**src/rtl/spi_clk_arbiter.sv**
```systemverilog
// Round-robin owner of the shared SCLK divider: grants one SPI requester at a time,
// configures the divider, runs one start/ready handshake per byte, then releases.
// Optional watchdog abort on a stuck divider is compiled in with SPI_ARB_WDOG_EN.
module spi_clk_arbiter #(
    parameter int N_REQ = 4,
    parameter int CNT_W = 8
) (
    input  logic                     i_clk,
    input  logic                     i_rst,
    input  logic [N_REQ-1:0]         i_req,
    input  logic [N_REQ*8-1:0]       i_divisor,
    input  logic [N_REQ*CNT_W-1:0]   i_nbytes,
    output logic [N_REQ-1:0]         o_grant,
    output logic [N_REQ-1:0]         o_cs_n,
    output logic [N_REQ-1:0]         o_done,
    output logic                     o_busy,
    output logic [8:0]               o_div_config,
    output logic                     o_div_start_n,
    input  logic                     i_div_ready,
    output logic                     o_byte_tick
`ifdef SPI_ARB_WDOG_EN
    ,
    output logic                     o_timeout
`endif
);

    localparam int PW = (N_REQ > 1) ? $clog2(N_REQ) : 1;

    typedef enum logic [2:0] {
        S_IDLE, S_CONFIG, S_CS_SETUP, S_START, S_WAIT_DONE, S_CS_HOLD, S_DONE
    } state_t;

    state_t           state;
    logic [PW-1:0]    ptr, w, sel, w_next;
    logic [7:0]       div, sel_div;
    logic [CNT_W-1:0] rem, sel_cnt;

    // Search downwards so the lowest offset from ptr is the last (winning) assignment.
    always_comb begin
        sel = '0;
        for (int i = N_REQ - 1; i >= 0; i--) begin
            if (i_req[PW'((int'(ptr) + i) % N_REQ)])
                sel = PW'((int'(ptr) + i) % N_REQ);
        end
    end

    assign sel_div = (i_divisor[8*int'(sel) +: 8] < 8'd2) ? 8'd2 : i_divisor[8*int'(sel) +: 8];
    assign sel_cnt = i_nbytes[CNT_W*int'(sel) +: CNT_W];
    assign w_next  = (w == PW'(N_REQ - 1)) ? '0 : w + 1'b1;

`ifdef SPI_ARB_WDOG_EN
    logic [15:0] wdog, wd_limit;
    assign wd_limit = {5'd0, div, 3'd0} + 16'd32;
`endif

    always_ff @(posedge i_clk or posedge i_rst) begin
        if (i_rst) begin
            state         <= S_IDLE;
            ptr           <= '0;
            w             <= '0;
            div           <= '0;
            rem           <= '0;
            o_grant       <= '0;
            o_cs_n        <= '1;
            o_done        <= '0;
            o_busy        <= 1'b0;
            o_div_config  <= '0;
            o_div_start_n <= 1'b1;
            o_byte_tick   <= 1'b0;
`ifdef SPI_ARB_WDOG_EN
            wdog          <= '0;
            o_timeout     <= 1'b0;
`endif
        end else begin
            o_done      <= '0;
            o_byte_tick <= 1'b0;
`ifdef SPI_ARB_WDOG_EN
            o_timeout   <= 1'b0;
`endif
            case (state)
                S_IDLE: if (|i_req) begin
                    w            <= sel;
                    div          <= sel_div;
                    rem          <= sel_cnt;
                    o_grant[sel] <= 1'b1;
                    o_busy       <= 1'b1;
                    if (sel_cnt == '0) begin
                        state <= S_DONE;
                    end else begin
                        state        <= S_CONFIG;
                        o_div_config <= {sel_div, 1'b1};
                    end
                end
                S_CONFIG: begin
                    o_div_config <= '0;
                    o_cs_n[w]    <= 1'b0;
                    state        <= S_CS_SETUP;
                end
                S_CS_SETUP: begin
                    o_div_start_n <= 1'b0;
                    state         <= S_START;
`ifdef SPI_ARB_WDOG_EN
                    wdog          <= '0;
`endif
                end
                S_START: begin
`ifdef SPI_ARB_WDOG_EN
                    wdog <= wdog + 16'd1;
`endif
                    if (!i_div_ready) begin
                        o_div_start_n <= 1'b1;
                        state         <= S_WAIT_DONE;
                    end
`ifdef SPI_ARB_WDOG_EN
                    else if (wdog == 16'd7) begin
                        o_div_start_n <= 1'b1;
                        o_cs_n        <= '1;
                        o_grant       <= '0;
                        o_done[w]     <= 1'b1;
                        o_timeout     <= 1'b1;
                        o_busy        <= 1'b0;
                        ptr           <= w_next;
                        state         <= S_IDLE;
                    end
`endif
                end
                S_WAIT_DONE: begin
`ifdef SPI_ARB_WDOG_EN
                    wdog <= wdog + 16'd1;
`endif
                    if (i_div_ready) begin
                        o_byte_tick <= 1'b1;
                        rem         <= rem - 1'b1;
                        if (rem == CNT_W'(1)) begin
                            state <= S_CS_HOLD;
                        end else begin
                            o_div_start_n <= 1'b0;
                            state         <= S_START;
`ifdef SPI_ARB_WDOG_EN
                            wdog          <= '0;
`endif
                        end
                    end
`ifdef SPI_ARB_WDOG_EN
                    else if (wdog > wd_limit) begin
                        o_cs_n    <= '1;
                        o_grant   <= '0;
                        o_done[w] <= 1'b1;
                        o_timeout <= 1'b1;
                        o_busy    <= 1'b0;
                        ptr       <= w_next;
                        state     <= S_IDLE;
                    end
`endif
                end
                S_CS_HOLD: state <= S_DONE;
                S_DONE: begin
                    o_cs_n    <= '1;
                    o_done[w] <= 1'b1;
                    o_grant   <= '0;
                    o_busy    <= 1'b0;
                    ptr       <= w_next;
                    state     <= S_IDLE;
                end
                default: state <= S_IDLE;
            endcase
        end
    end

endmodule

```
**config.mk**
```make
export PLATFORM = sky130hd
export DESIGN_NAME = spi_clk_arbiter
export DESIGN_NICKNAME = d
export VERILOG_FILES = /design/src/rtl/spi_clk_arbiter.sv
export SDC_FILE = /design/constraint.sdc
export NUM_CORES = 1
export LEC_CHECK = 0
export ABC_CLOCK_PERIOD_IN_PS = 5600
export CAP_MARGIN = 20
export CORE_MARGIN = 4
export CORE_UTILIZATION = 49
export DETAILED_ROUTE_END_ITERATION = 10
export GPL_TIMING_DRIVEN = 0
export PLACE_DENSITY = 0.87
export SLEW_MARGIN = 20
export SYNTH_ARGS = -nofsm -noshare
export SYNTH_HDL_FRONTEND = slang
export SYNTH_SLANG_ARGS = --single-unit
```
**constraint.sdc**
```tcl
create_clock -name i_clk -period 5.6 [get_ports i_clk]
set_clock_uncertainty 0.1 [all_clocks]
set_input_delay 1.12 -clock i_clk [delete_from_list [all_inputs] [get_ports i_clk]]
set_output_delay 1.12 -clock i_clk [all_outputs]
set_load 0.03 [all_outputs]
```
==> qor.txt <==
clock latency on the worst-skew pair = 0.30 ns
DR WL/cell = 16.3 µm
status = finished, final reports clean
DR iter-0 viols = 129
CP Max Fanout = 10
gpl congestion = 0.886
FP Rows = 26
FMAX = 236 MHz
simple-gate share of the synthesized area = 26.3%
Vias = 2703
Max Cap Viol = 0
Max Buffers Root-to-Sink = 2
Avg Inst Size Synth = 8.58 µm²
Worst VDD drop = 0.000312 V
main combinational cell family by area after synthesis = simple AND/OR/NAND/NOR gates
Pre-antenna DRT Iters = 4
GR Util met1 = 31.3%
Top cell by count, worst path = a211oi_1
Synth area leader = dfrtp_1
cells along the critical path = clkdlybuf4s50_1 > nand2b_1 > a211oi_1 > buf_2 > nor3b_1 > a211oi_1 > o22ai_1 > or4_4 > a31oi_4 > mux2_2
share of the synthesized area in the top cell type = 32.4%
sequential-to-total area share from yosys stat = 37.4%
post-route insts no fill = 479
Port Buffers = 94
Distinct cells, synth = 42
Worst EP arrival = 4.32 ns
largest net degree at the start of global routing = 36
Synth Area in Compound Gates = 22.3%
post-route clock period utilization = 75.8%
Starting Density = 51.1%
Detail Route Antenna Nets = 0
worst min path class = reg2reg
unrepaired setup endpoints after global routing = no
I/O pin cnt = 95
CTS tree = yes
mapped cell area = 2630 µm²
Cell Area, Placed = 3670 µm²
crit path time final = 4.24 ns
pins over their slew limit = 0
met3 Usage GRT = 5.65%
Routed WL = 7810 µm
sum of negative setup slack = 0 ns
Tot Pwr = 1.87 mW
clock sink count = 39
CTS Hold Bufs = 0
Worst slew margin = 61.3%
fin area = 3800 µm²
cells after synthesis = 306
Post-Synth Adder-Cell Area = 2.86%
Fillers = 397
power per standard cell area = 492 nW/µm²
vias per cell = 5.64
final worst slack = 1.36 ns
GRT Util Overall = 24.5%
final core occ = 73.9%
startpoint types = primary input
post-CTS sizing = 0
placeable core area = 5140 µm²
Final nets = 485
Final Hold Viols = 0
Crit. End Element = flip-flop
top-count cell post-synth = nor2_1
Most Crowded Layer GR = met2
vias in the first global route = 2743
Remaining Overflow, GRT = 0
synth warn = 0
DRC = 0
xor/xnor cell area share of the yosys netlist = 0%
EDFF count, synth = 0
die area = 6600 µm²
# diodes = 0
Root Buffer = clkbuf_8
top cells by count, synth = nor2_1, dfrtp_1, a211oi_1, nor3b_1, nand2_1
Worst path slowest cell = or4_4
Max H-tree Level = 2
detailed placement HPWL = 5890 µm
post-CTS setup buffers = 0
syn_nets = 383
Async S/R FF share, synth = 100%
first-pass GRT wire length = 12800 µm
initial antenna violation count = 0
DP Worst Slack = 1.09 ns
Required @ worst endpoint = 5.68 ns
Clock Pin Slew Worst Setup and Hold Paths = 0.08 ns
crit path kind = in2reg
Post-Place Cells = 471
Synth Register Bits = 39
die height = 81.2 µm
leak pwr = 1.51 nW
mux share of post-synthesis cell area = 5.81%
final setup vio count = 0
die width = 81.2 µm
Synth area leaders = dfrtp_1, a211oi_1, nor3b_1, dfstp_2, nor2_1
ys flop type = dfrtp_1
Layout area overhead = 44.5%
Hold WS = 0.415 ns
layout cell share with drive strength beyond 1 = 9.29%
Num CTS Buffers = 5
CP peak stage delay = 0.58 ns
met2 Use GR = 41.9%
Worst-Margin Slew = 0.575 ns
layout make-up:
type / count / area [µm²] / share of cell area [%]
repair buffers: 95 / 961 / 25.3
clock inverters: 2 / 38.8 / 1.02
multi-input cells: 233 / 1500 / 39.6
flip-flops and latches: 39 / 982 / 25.9
inverters: 11 / 41.3 / 1.09
plain buffers: 23 / 100 / 2.64
clock buffers: 6 / 82.6 / 2.18
well taps: 70 / 87.6 / 2.31
layer usage:
| metal | part of all wire, % | vias up |
|---|---|---|
| met2 | 50 | 96 |
| met4 | 1.1 | 0 |
| li1 | - | 1320 |
| met3 | 5.8 | 11 |
| met1 | 43 | 1276 |
| met5 | 0 | - |
power breakdown:
| part | switching (mW) | internal [mW] | total, mW |
|---|---|---|---|
| Sequential | 0.0972 | 0.414 | 0.511 |
| Combinational | 0.632 | 0.473 | 1.11 |
| Clock | 0.105 | 0.147 | 0.252 |
| Total | 0.834 | 1.03 | 1.87 |
critical path: cells and delay by family:
| kind | cells | cell delay (ns) |
|---|---|---|
| and+or+nand+nor | 3 | 0.82 |
| buffers and inverters | 2 | 0.75 |
| AOI/OAI and AO/OA | 4 | 1.23 |
| muxes | 1 | 0.39 |
kinds of logic (layout without fill, tap and decap cells):
logic type / count (synthesis) / after routing
AO/OA/AOI/OAI: 87 / 87
adder cells (fa/ha/maj): 6 / 6
buffers and inverters: 34 / 137
flip-flops: 39 / 39
multiplexers: 14 / 14
AND/OR/NAND/NOR: 126 / 126
final timing paths:
check	start	end	slack [ns]	cells past startpoint
setup reg to reg	ptr[1]	o_div_config[4]	2.23	10
setup / recovery	i_req[3]	o_div_config[4]	1.36	10
min in group asynchronous	i_rst	o_byte_tick	0.91	2
hold / removal	o_cs_n[0]	o_cs_n[0]	0.42	2
hold reg to reg	o_cs_n[0]	o_cs_n[0]	0.42	2
max in group asynchronous	i_rst	o_cs_n[2]	4.02	3
state kept, by name, indices dropped and copies added (netlist names):
register,flops
o_busy,1
o_byte_tick,1
o_cs_n,4
o_div_config,9
o_div_start_n,1
o_done,4
o_grant,4
ptr,2
rem,8
state,3
w,2
placed cells by master, fill, tap and decap left out, types with 5 or more instances in the layout:
cell type and n:
clkdlybuf4s50_1 94, nand3_1 5, clkbuf_1 17, nor2_1 35
nor3_1 11, nand2_1 19, ha_1 6, dfrtp_1 34
nor3b_1 28, mux2_2 10, buf_2 5, o22ai_1 7
o21ai_0 17, dfstp_2 5, clkbuf_8 6, inv_1 10
a21oi_1 14, a211oi_1 29, and3_1 7
Note: power is estimated with default switching activity, not from simulation.
